File: src/rtl/id_ex_if.sv
// ID/EX pipeline register bus: D-stage capture inputs, W-stage refresh bus and
// the registered E-stage outputs presented to the ALU and hazard unit.
interface id_ex_if;
  logic        flush_E;
  logic        hold_E;
  logic [31:0] IR_D;
  logic [31:0] PC8_D;
  logic [31:0] RD1_D;
  logic [31:0] RD2_D;
  logic        W_we;
  logic [4:0]  W_addr;
  logic [31:0] W_data;
  logic [31:0] IR_E;
  logic [31:0] PC8_E;
  logic [31:0] A_E;
  logic [31:0] B_E;
  logic [31:0] RT_E;
  logic [2:0]  ALUop_E;
  logic [4:0]  WA_E;
  logic [1:0]  Tnew_E;
  logic        valid_E;

  modport master (
    output flush_E, hold_E, IR_D, PC8_D, RD1_D, RD2_D, W_we, W_addr, W_data,
    input  IR_E, PC8_E, A_E, B_E, RT_E, ALUop_E, WA_E, Tnew_E, valid_E
  );

  modport slave (
    input  flush_E, hold_E, IR_D, PC8_D, RD1_D, RD2_D, W_we, W_addr, W_data,
    output IR_E, PC8_E, A_E, B_E, RT_E, ALUop_E, WA_E, Tnew_E, valid_E
  );
endinterface

File: src/rtl/id_ex_reg.sv
// ID/EX pipeline register with flush/hold and registered decode of the ALU controls.
// Optional macro ID_EX_W_REFRESH_EN refreshes held operands from the W-stage write bus.
module id_ex_reg (
  input  logic   clk,
  input  logic   reset,
  id_ex_if.slave bus
);

  localparam logic [1:0] BSRC_RT   = 2'd0;
  localparam logic [1:0] BSRC_ZEXT = 2'd1;
  localparam logic [1:0] BSRC_SEXT = 2'd2;

  typedef struct packed {
    logic [2:0] alu_op;
    logic [1:0] bsrc;
    logic [4:0] wa;
    logic [1:0] tnew;
  } dec_t;

  function automatic dec_t decode(input logic [31:0] ir);
    dec_t d;
    d.alu_op = 3'd0;
    d.bsrc   = BSRC_RT;
    d.wa     = 5'd0;
    d.tnew   = 2'd0;
    case (ir[31:26])
      6'b000000: begin
        case (ir[5:0])
          6'b100001: begin d.alu_op = 3'd0; d.wa = ir[15:11]; d.tnew = 2'd1; end
          6'b100011: begin d.alu_op = 3'd1; d.wa = ir[15:11]; d.tnew = 2'd1; end
          default:   d.wa = 5'd0;
        endcase
      end
      6'b001101: begin d.alu_op = 3'd2; d.bsrc = BSRC_ZEXT; d.wa = ir[20:16]; d.tnew = 2'd1; end
      6'b001111: begin d.alu_op = 3'd3; d.bsrc = BSRC_ZEXT; d.wa = ir[20:16]; d.tnew = 2'd1; end
      6'b001001: begin d.bsrc = BSRC_SEXT; d.wa = ir[20:16]; d.tnew = 2'd1; end
      6'b100011: begin d.bsrc = BSRC_SEXT; d.wa = ir[20:16]; d.tnew = 2'd2; end
      6'b101011: d.bsrc = BSRC_SEXT;
      6'b000011: d.wa = 5'd31;
      default:   d.wa = 5'd0;
    endcase
    return d;
  endfunction

  function automatic logic [31:0] b_select(input logic [1:0] bsrc, input logic [15:0] imm,
                                           input logic [31:0] rt_val);
    logic [31:0] b;
    case (bsrc)
      BSRC_ZEXT: b = {16'h0000, imm};
      BSRC_SEXT: b = {{16{imm[15]}}, imm};
      default:   b = rt_val;
    endcase
    return b;
  endfunction

  logic [31:0] ir_q, ir_d, pc8_q, pc8_d, a_q, a_d, b_q, b_d, rt_q, rt_d;
  logic [2:0]  aluop_q, aluop_d;
  logic [4:0]  wa_q, wa_d;
  logic [1:0]  tnew_q, tnew_d;
  logic        valid_q, valid_d;
  dec_t        dec_in_s;

  assign dec_in_s = decode(bus.IR_D);

`ifdef ID_EX_W_REFRESH_EN
  dec_t dec_held_s;
  assign dec_held_s = decode(ir_q);
`else
  logic unused_w_bus_s;
  assign unused_w_bus_s = ^{bus.W_we, bus.W_addr, bus.W_data};
`endif

  // Next-state selection: flush > hold (with optional W refresh) > normal load.
  always_comb begin
    ir_d    = ir_q;
    pc8_d   = pc8_q;
    a_d     = a_q;
    b_d     = b_q;
    rt_d    = rt_q;
    aluop_d = aluop_q;
    wa_d    = wa_q;
    tnew_d  = tnew_q;
    valid_d = valid_q;
    if (bus.flush_E) begin
      ir_d    = 32'h0000_0000;
      pc8_d   = 32'h0000_0000;
      a_d     = 32'h0000_0000;
      b_d     = 32'h0000_0000;
      rt_d    = 32'h0000_0000;
      aluop_d = 3'd0;
      wa_d    = 5'd0;
      tnew_d  = 2'd0;
      valid_d = 1'b0;
    end else if (bus.hold_E) begin
`ifdef ID_EX_W_REFRESH_EN
      if (bus.W_we && (bus.W_addr != 5'd0)) begin
        if (bus.W_addr == ir_q[25:21]) begin
          a_d = bus.W_data;
        end else begin
          a_d = a_q;
        end
        if (bus.W_addr == ir_q[20:16]) begin
          rt_d = bus.W_data;
          b_d  = (dec_held_s.bsrc == BSRC_RT) ? bus.W_data : b_q;
        end else begin
          rt_d = rt_q;
          b_d  = b_q;
        end
      end else begin
        a_d = a_q;
      end
`else
      a_d = a_q;
`endif
    end else begin
      ir_d    = bus.IR_D;
      pc8_d   = bus.PC8_D;
      a_d     = bus.RD1_D;
      rt_d    = bus.RD2_D;
      b_d     = b_select(dec_in_s.bsrc, bus.IR_D[15:0], bus.RD2_D);
      aluop_d = dec_in_s.alu_op;
      wa_d    = dec_in_s.wa;
      tnew_d  = dec_in_s.tnew;
      valid_d = 1'b1;
    end
  end

  // Pipeline state register, cleared asynchronously by reset.
  always_ff @(posedge clk or negedge reset) begin
    if (!reset) begin
      ir_q    <= 32'h0000_0000;
      pc8_q   <= 32'h0000_0000;
      a_q     <= 32'h0000_0000;
      b_q     <= 32'h0000_0000;
      rt_q    <= 32'h0000_0000;
      aluop_q <= 3'd0;
      wa_q    <= 5'd0;
      tnew_q  <= 2'd0;
      valid_q <= 1'b0;
    end else begin
      ir_q    <= ir_d;
      pc8_q   <= pc8_d;
      a_q     <= a_d;
      b_q     <= b_d;
      rt_q    <= rt_d;
      aluop_q <= aluop_d;
      wa_q    <= wa_d;
      tnew_q  <= tnew_d;
      valid_q <= valid_d;
    end
  end

  assign bus.IR_E    = ir_q;
  assign bus.PC8_E   = pc8_q;
  assign bus.A_E     = a_q;
  assign bus.B_E     = b_q;
  assign bus.RT_E    = rt_q;
  assign bus.ALUop_E = aluop_q;
  assign bus.WA_E    = wa_q;
  assign bus.Tnew_E  = tnew_q;
  assign bus.valid_E = valid_q;

endmodule

File: src/flat_wrapper.sv
// flat-port wrapper written by rule: the top's interface ports become plain ports
module id_ex_reg_flat 
  (clk, reset, bus_flush_E, bus_hold_E, bus_IR_D, bus_PC8_D, bus_RD1_D, bus_RD2_D, bus_W_we, bus_W_addr, bus_W_data, bus_IR_E, bus_PC8_E, bus_A_E, bus_B_E, bus_RT_E, bus_ALUop_E, bus_WA_E, bus_Tnew_E, bus_valid_E);
  id_ex_if bus_i ();
  input  logic clk;
  input  logic reset;
  input wire logic [$bits(bus_i.flush_E)-1:0] bus_flush_E;
  input wire logic [$bits(bus_i.hold_E)-1:0] bus_hold_E;
  input wire logic [$bits(bus_i.IR_D)-1:0] bus_IR_D;
  input wire logic [$bits(bus_i.PC8_D)-1:0] bus_PC8_D;
  input wire logic [$bits(bus_i.RD1_D)-1:0] bus_RD1_D;
  input wire logic [$bits(bus_i.RD2_D)-1:0] bus_RD2_D;
  input wire logic [$bits(bus_i.W_we)-1:0] bus_W_we;
  input wire logic [$bits(bus_i.W_addr)-1:0] bus_W_addr;
  input wire logic [$bits(bus_i.W_data)-1:0] bus_W_data;
  output wire logic [$bits(bus_i.IR_E)-1:0] bus_IR_E;
  output wire logic [$bits(bus_i.PC8_E)-1:0] bus_PC8_E;
  output wire logic [$bits(bus_i.A_E)-1:0] bus_A_E;
  output wire logic [$bits(bus_i.B_E)-1:0] bus_B_E;
  output wire logic [$bits(bus_i.RT_E)-1:0] bus_RT_E;
  output wire logic [$bits(bus_i.ALUop_E)-1:0] bus_ALUop_E;
  output wire logic [$bits(bus_i.WA_E)-1:0] bus_WA_E;
  output wire logic [$bits(bus_i.Tnew_E)-1:0] bus_Tnew_E;
  output wire logic [$bits(bus_i.valid_E)-1:0] bus_valid_E;
  assign bus_i.flush_E = bus_flush_E;
  assign bus_i.hold_E = bus_hold_E;
  assign bus_i.IR_D = bus_IR_D;
  assign bus_i.PC8_D = bus_PC8_D;
  assign bus_i.RD1_D = bus_RD1_D;
  assign bus_i.RD2_D = bus_RD2_D;
  assign bus_i.W_we = bus_W_we;
  assign bus_i.W_addr = bus_W_addr;
  assign bus_i.W_data = bus_W_data;
  assign bus_IR_E = bus_i.IR_E;
  assign bus_PC8_E = bus_i.PC8_E;
  assign bus_A_E = bus_i.A_E;
  assign bus_B_E = bus_i.B_E;
  assign bus_RT_E = bus_i.RT_E;
  assign bus_ALUop_E = bus_i.ALUop_E;
  assign bus_WA_E = bus_i.WA_E;
  assign bus_Tnew_E = bus_i.Tnew_E;
  assign bus_valid_E = bus_i.valid_E;
  id_ex_reg u_core (.clk(clk), .reset(reset), .bus(bus_i));
endmodule
File: config.mk
export PLATFORM = sky130hd
export DESIGN_NAME = id_ex_reg_flat
export DESIGN_NICKNAME = d
export VERILOG_FILES = /design/src/rtl/id_ex_if.sv /design/src/rtl/id_ex_reg.sv /design/src/flat_wrapper.sv
export SDC_FILE = /design/constraint.sdc
export NUM_CORES = 1
export LEC_CHECK = 0
export ABC_AREA = 1
export CORE_AREA = 2 2 131 133
export DETAILED_ROUTE_END_ITERATION = 10
export DIE_AREA = 0 0 133 135
export PLACE_DENSITY = 0.83
export SLEW_MARGIN = 10
export SYNTH_ARGS = -nofsm -noshare
export SYNTH_HDL_FRONTEND = slang
export SYNTH_SLANG_ARGS = --single-unit
File: constraint.sdc
create_clock -name clk -period 1.2 [get_ports clk]
set_input_delay 0.24 -clock clk [delete_from_list [all_inputs] [get_ports clk]]
set_output_delay 0.24 -clock clk [all_outputs]
set_load 0.03 [all_outputs]
==> metrics.cfg, run 1 <==
[power_and_ir_drop]
p_leak_uw=0.00620
peakVddDrop_uv=977
fin_total_pwr_uw=15300
power.density_nw_per_um2=1210

[min_path]
hold_start=bus_IR_D[30]
worstHoldPathCells=3
hold_class=input pin to register
whs_endpoint=u_core.bus.IR_E[30]

[routing]
wirelength_um=26700
drtIter0Drc=486
drc_errors=0
firstDrtPassIters=5
vias_per_cell=5.27
ant_nets=0
routedWlPerCell_um=21.1
vias=6667

[critical_path]
required_ns=1.53
worstPathArrival_ns=1.67
r2r_cells=3
cp_max_fo=7
critPathKind=input pin to register
cp-end-kind=register
r2r-start=u_core.bus.RT_E[1]
cp-start-kind=input pin
rr_endpoint=u_core.bus.RT_E[1]
rrSetupSlack_ns=0.21

[sta]
max_freq_mhz=744
hold_ws_ns=0.0759
finalHoldViolCount=0
period_share_pct=112
clock_skew_ns=0
fin_crit_ns=1.34
fin_ws_ns=-0.144
slew_viol_final=0
setup_viol=138
fin_tns_setup_ns=-4.31
rsz0062_at_grt=yes

[floorplan]
die_w_um=133
num_rows=47
dieArea_um2=18000
core-area_um2=16400
ios=341
start_util_pct=39.9
dieHeight_um=135

[finish]
area_growth_pct=93.2
antenna_cells=0
final-seq-area_um2=4250
drive_gt1_share_pct=43.8
fin_util_pct=77.2
multi_input_area_um2=2320
n_fill_cell=911
num-nets-final=1204

[yosys]
avgSynthCellArea_um2=11.6
synth_ff_type=dfrtp_1
syn_area_um2=6550
ys_ff_latch=170
synth_common_cells=dfrtp_1 (170), a22o_1 (107), nand2_1 (95)
synth.most_common_cell=dfrtp_1
syn_inst=567
synth.top_cell.area_share_pct=64.9
synth_edf_count=0
ys_async_sr_fraction_pct=100
yosys.area.top_type=dfrtp_1
yosys_warnings=0
synthTopCellsByArea=dfrtp_1 (65%), a22o_1 (14%), nand2_1 (5.4%)
synth_cell_type_count=24
yosysSeqAreaShare_pct=64.9
synth_fp_nets=739

[placed_design]
dp_hpwl_um=15100
io_buffers=301
post-place-ws_ns=-1.08
place_congestion=0.827

[grt]
antenna_found_initial=0
grt_util_met1_pct=32.2
grtUsageTotal_pct=26.8
grt_max_degree=44
grt_pass1_wl_um=37200
grt_pass1_vias=6527
use_met2_pct=46.2
top_usage_layer=met2
grtUsageMet3_pct=6.79
overflow=0

[clocking]
clock_path_buffers=2
cts_tree=done
numCtsBuffers=17
insertion_delay_ns=0.41
cts_root_buf=clkbuf_16
cts.sinks=170
h-tree-depth=4
path_clk_slew_ns=0.07

[flow_run]
maxCapViolations=0

[outcome]
status=finished, violations left
violations=negative setup slack

## cell type report
| class | count | share of cell area (%) |
|---|---|---|
| sequential | 170 | 33.6 |
| inverter | 28 | 1.13 |
| tap | 220 | 2.17 |
| multi-input combinational | 328 | 18.4 |
| clock inverter | 9 | 0.880 |
| clock buffer | 23 | 3.85 |
| timing repair buffer | 487 | 40.0 |
## per-layer routing
metal | share of wire (%) | wire [um]
met5 | 0 | 0
met4 | 3.6 | 953
met3 | 6.8 | 1820
met2 | 53 | 14100
met1 | 37 | 9800
## registers in the layout (all words and copies together) (netlist names)
name                count
u_core.bus.B_E         32
u_core.bus.valid_E      1
u_core.bus.Tnew_E       2
u_core.bus.RT_E        32
u_core.bus.ALUop_E      2
u_core.bus.WA_E         5
u_core.bus.A_E         32
u_core.bus.IR_E        32
u_core.bus.PC8_E       32
## critical path, cell delays in order
cell,delay (ns)
buf_12,0.11
nor4_4,0.36
nor2_4,0.08
inv_2,0.08
ha_4,0.22
a21oi_4,0.20
clkbuf_16,0.21
nand3_2,0.09
o311ai_2,0.07
## how the worst max path moves through the flow
| stage | from | end | slack [ns] | cells after the start |
|---|---|---|---|---|
| after floorplan | bus_IR_D[26] | u_core.bus.B_E[12] | -0.21 | 10 |
| after global placement | bus_IR_D[30] | u_core.bus.B_E[18] | -1.01 | 10 |
| after detailed placement | bus_IR_D[30] | u_core.bus.B_E[21] | -1.08 | 10 |
| after CTS | bus_IR_D[26] | u_core.bus.B_E[6] | -0.17 | 11 |
| after global routing | bus_IR_D[30] | u_core.bus.B_E[2] | -0.19 | 9 |
| final | bus_IR_D[30] | u_core.bus.B_E[5] | -0.14 | 9 |
## stage by stage
step                      cell area, um2  instances
after floorplan                     6690        567
after global placement             10100       1103
after CTS                          12000       1216
final                              12700       1265
after global routing               12700       1265
after detailed placement           10100       1103
## what timing repair did
action                                 CTS  global route
pin swaps                               10             7
setup buffers                           79            46
gates cloned                             1             4
endpoints found under the hold margin   24             0
setup endpoints to repair              211           276
hold buffers                             1             0
resized for setup                      217            49
## placed cells by master (no fill, tap or decap), drive strengths merged
master,Yosys,layout
clkdlybuf4s50,0,120
ha,2,2
clkbuf,5,29
buf,36,356
nand4,1,1
nand3,34,34
dlymetal6s2s,0,4
inv,28,29
a21oi,2,2
clkinv,0,4
conb,1,1
bufinv,0,2
o311ai,13,13
clkinvlp,0,2
dfrtp,170,170
nand2,95,95
nor2,30,30
dlygate4sd3,0,1
nor3,2,2
nor4,1,1
a22o,107,107
o21ai,40,40
## where the power goes
| group | switching (uW) | total, uW | internal, uW |
|---|---|---|---|
| combinational | 1670 | 3390 | 1720 |
| sequential | 262 | 6310 | 6040 |
| clock | 2340 | 5640 | 3300 |
| total | 4270 | 15300 | 11100 |
## logic make-up (layout without fill, tap and decap cells)
logic type,after synthesis,count (layout),synth area share (%)
AOI/OAI and AO/OA,162,162,19.3
adders and majority gates,2,2,0.382
buffers and inverters,69,547,4.77
DFF,170,170,64.9
other,1,1,0.0572
and+or+nand+nor,163,163,10.6
No activity file was read; power rests on OpenSTA's default activity.
==> inputs of run 2 (changes only) <==
--- a/config.mk
+++ b/config.mk
@@ -5,11 +5,9 @@
 export SDC_FILE = /design/constraint.sdc
 export NUM_CORES = 1
 export LEC_CHECK = 0
-export ABC_AREA = 1
-export CORE_AREA = 2 2 131 133
+export CORE_UTILIZATION = 40
 export DETAILED_ROUTE_END_ITERATION = 10
-export DIE_AREA = 0 0 133 135
-export PLACE_DENSITY = 0.83
+export PLACE_DENSITY = 0.81
 export SLEW_MARGIN = 10
 export SYNTH_ARGS = -nofsm -noshare
 export SYNTH_HDL_FRONTEND = slang
==> constraint.sdc (replaced) <==
create_clock -name clk -period 1.65 [get_ports clk]
set_input_delay 0.33 -clock clk [delete_from_list [all_inputs] [get_ports clk]]
set_output_delay 0.33 -clock clk [all_outputs]
set_load 0.03 [all_outputs]
==> run 2 against run 1 <==
Net effect:
- the run now ends clean
- via count down 7.2%
- final area fell by 9.8%
- synthesized area up 11%
- non-clock buffer count decreased by 133
- largest power group unchanged
- sequential cell count stayed put
- die area up 4.3%
==> metrics.cfg, run 2 <==
[critical_path]
critPathKind=input pin to register
required_ns=1.94
cp-start-kind=input pin
worstPathArrival_ns=1.90
rrSetupSlack_ns=0.83
cp_max_fo=8
cp-end-kind=register
r2r_cells=2

[yosys]
synth_common_cells=dfrtp_1 (170), nor2_1 (148), mux2i_1 (127)
syn_area_um2=7270
synth_edf_count=0
yosysSeqAreaShare_pct=58.5
yosys_warnings=0
avgSynthCellArea_um2=11.1
synth.most_common_cell=dfrtp_1
synth_fp_nets=825
synth.top_cell.area_share_pct=58.5
syn_inst=653
yosys.area.top_type=dfrtp_1
ys_async_sr_fraction_pct=100
synthTopCellsByArea=dfrtp_1 (58%), mux2i_1 (17%), nor2_1 (7.6%)
synth_cell_type_count=32
synth_ff_type=dfrtp_1
ys_ff_latch=170

[finish]
fin_cells=1217
antenna_cells=0
fin_util_pct=65.1
area_growth_pct=57.0
multi_input_area_um2=2980
final-seq-area_um2=4250
layout.cells.most_common=dlygate4sd2_1
num-nets-final=1152
drive_gt1_share_pct=12.9
layout_common_cells=dlygate4sd2_1 (171), dfrtp_1 (170), nor2_1 (146)
n_fill_cell=1438

[clocking]
cts.sinks=170
clock_path_buffers=2
cts_tree=done
h-tree-depth=4
path_clk_slew_ns=0.06
numCtsBuffers=17
cts_root_buf=clkbuf_16
insertion_delay_ns=0.42

[floorplan]
die_w_um=137
ios=341
dieArea_um2=18700
core-area_um2=17500
num_rows=48
start_util_pct=41.5
dieHeight_um=137

[grt]
grtUsageTotal_pct=23.5
grt_pass1_wl_um=33500
antenna_found_initial=0
overflow=0
grt_pass1_vias=6254
grt_max_degree=99

[power_and_ir_drop]
p_sw_share_pct=29.3
clkPwrFrac_pct=36.1
share_comb_of_total_power_pct=19.6
power.density_nw_per_um2=894
power.internal_uw=7210
p_leak_uw=0.00605
pwr-share-seq_pct=44.2
peakVddDrop_uv=695
p_sw_uw=2990

[placed_design]
io_buffers=301
dp_hpwl_um=15200
post-place-ws_ns=-0.884
dp.cells=1176
place_congestion=0.780

[sta]
setup_viol=0
finalHoldViolCount=0
max_freq_mhz=619
period_share_pct=97.9
fin_crit_ns=1.61
fin_ws_ns=0.0355
fin_tns_setup_ns=0
slew_headroom_pct=52.6
rsz0062_at_grt=yes
clock_skew_ns=0
slew_viol_final=0
worst_slew_pin_slew_ns=0.711

[routing]
firstDrtPassIters=5
drc_errors=0
routedWlPerCell_um=18.0
ant_nets=0
vias=6190
wirelength_um=21900
drtIter0Drc=286
vias_per_cell=5.09

[outcome]
status=complete, no violations

[min_path]
hold_class=input pin to register
worstHoldPathCells=4

[flow_run]
maxCapViolations=0

==> run 2: routing by layer <==
layer,share of wire (%),track usage [%],vias up
met4,1.6,7.63,0
li1,-,-,2871
met1,40,28.2,3044
met2,49,39.9,251
met3,8.8,7.56,24
met5,0,0,-
==> run 2: worst paths after layout <==
kind / startpoint / to
setup / recovery: bus_IR_D[31] / u_core.bus.B_E[11]
hold / removal: bus_IR_D[0] / u_core.bus.B_E[0]
setup reg to reg: u_core.bus.WA_E[0] / u_core.bus.WA_E[0]
hold reg to reg: u_core.bus.B_E[23] / u_core.bus.B_E[23]
max in group asynchronous: reset / u_core.bus.A_E[0]
min in group asynchronous: reset / u_core.bus.IR_E[17]
==> run 2: timing repair <==
item                       4_1_cts  5_1_grt
hold buffers                     1        0
hold endpoints to repair        30        0
setup endpoints to repair      209       38
setup buffers                    4        4
resized for setup              223       13
pin swaps                       15       11
gates cloned                     1        1
==> run 2: critical path, stage by stage <==
cell and delay (ns):
buf_6 0.09, nand2b_4 0.17, nor2_4 0.13, a21oi_4 0.06
or3_4 0.35, ha_4 0.18, nor2_4 0.10, nor4_4 0.05
buf_4 0.16, buf_12 0.14, nand2_2 0.06, o21ai_1 0.06
==> run 2: logic make-up (layout without fill, tap and decap cells) <==
kind of cell / count (synthesis) / count (layout) / synth area share (%)
AND/OR/NAND/NOR: 224 / 224 / 13.6
flip-flops: 170 / 170 / 58.5
AO/OA/AOI/OAI: 79 / 79 / 7.04
other: 1 / 1 / 0.0516
multiplexers: 127 / 127 / 17.5
buffers and inverters: 50 / 389 / 3.03
adder cells (fa/ha/maj): 2 / 2 / 0.344
==> run 2: power by group through the flow <==
stage,Combinational [uW],Sequential (uW),Clock (uW)
after floorplan,562,5050,0
after global routing,2140,4540,3920
after detailed placement,2140,4600,0
after CTS,2010,4520,3770
after global placement,2110,4590,0
final,2010,4520,3680
==> run 2: final cells by class <==
cell class / count / area share (%)
timing repair buffer: 354 / 29.4
multi-input combinational: 433 / 26.1
clock buffer: 19 / 3.88
clock inverter: 12 / 0.789
tap: 225 / 2.47
inverter: 4 / 0.131
sequential: 170 / 37.3
==> run 2: stage by stage <==
step	power [uW]	hold WS [ns]	instance area, um2
finish	10200	0.330	11400
global route	10600	0.340	11400
CTS	10300	0.369	11300
detailed placement	6740	0.268	10800
global placement	6700	0.271	10800
floorplan	5610	0.0344	7360
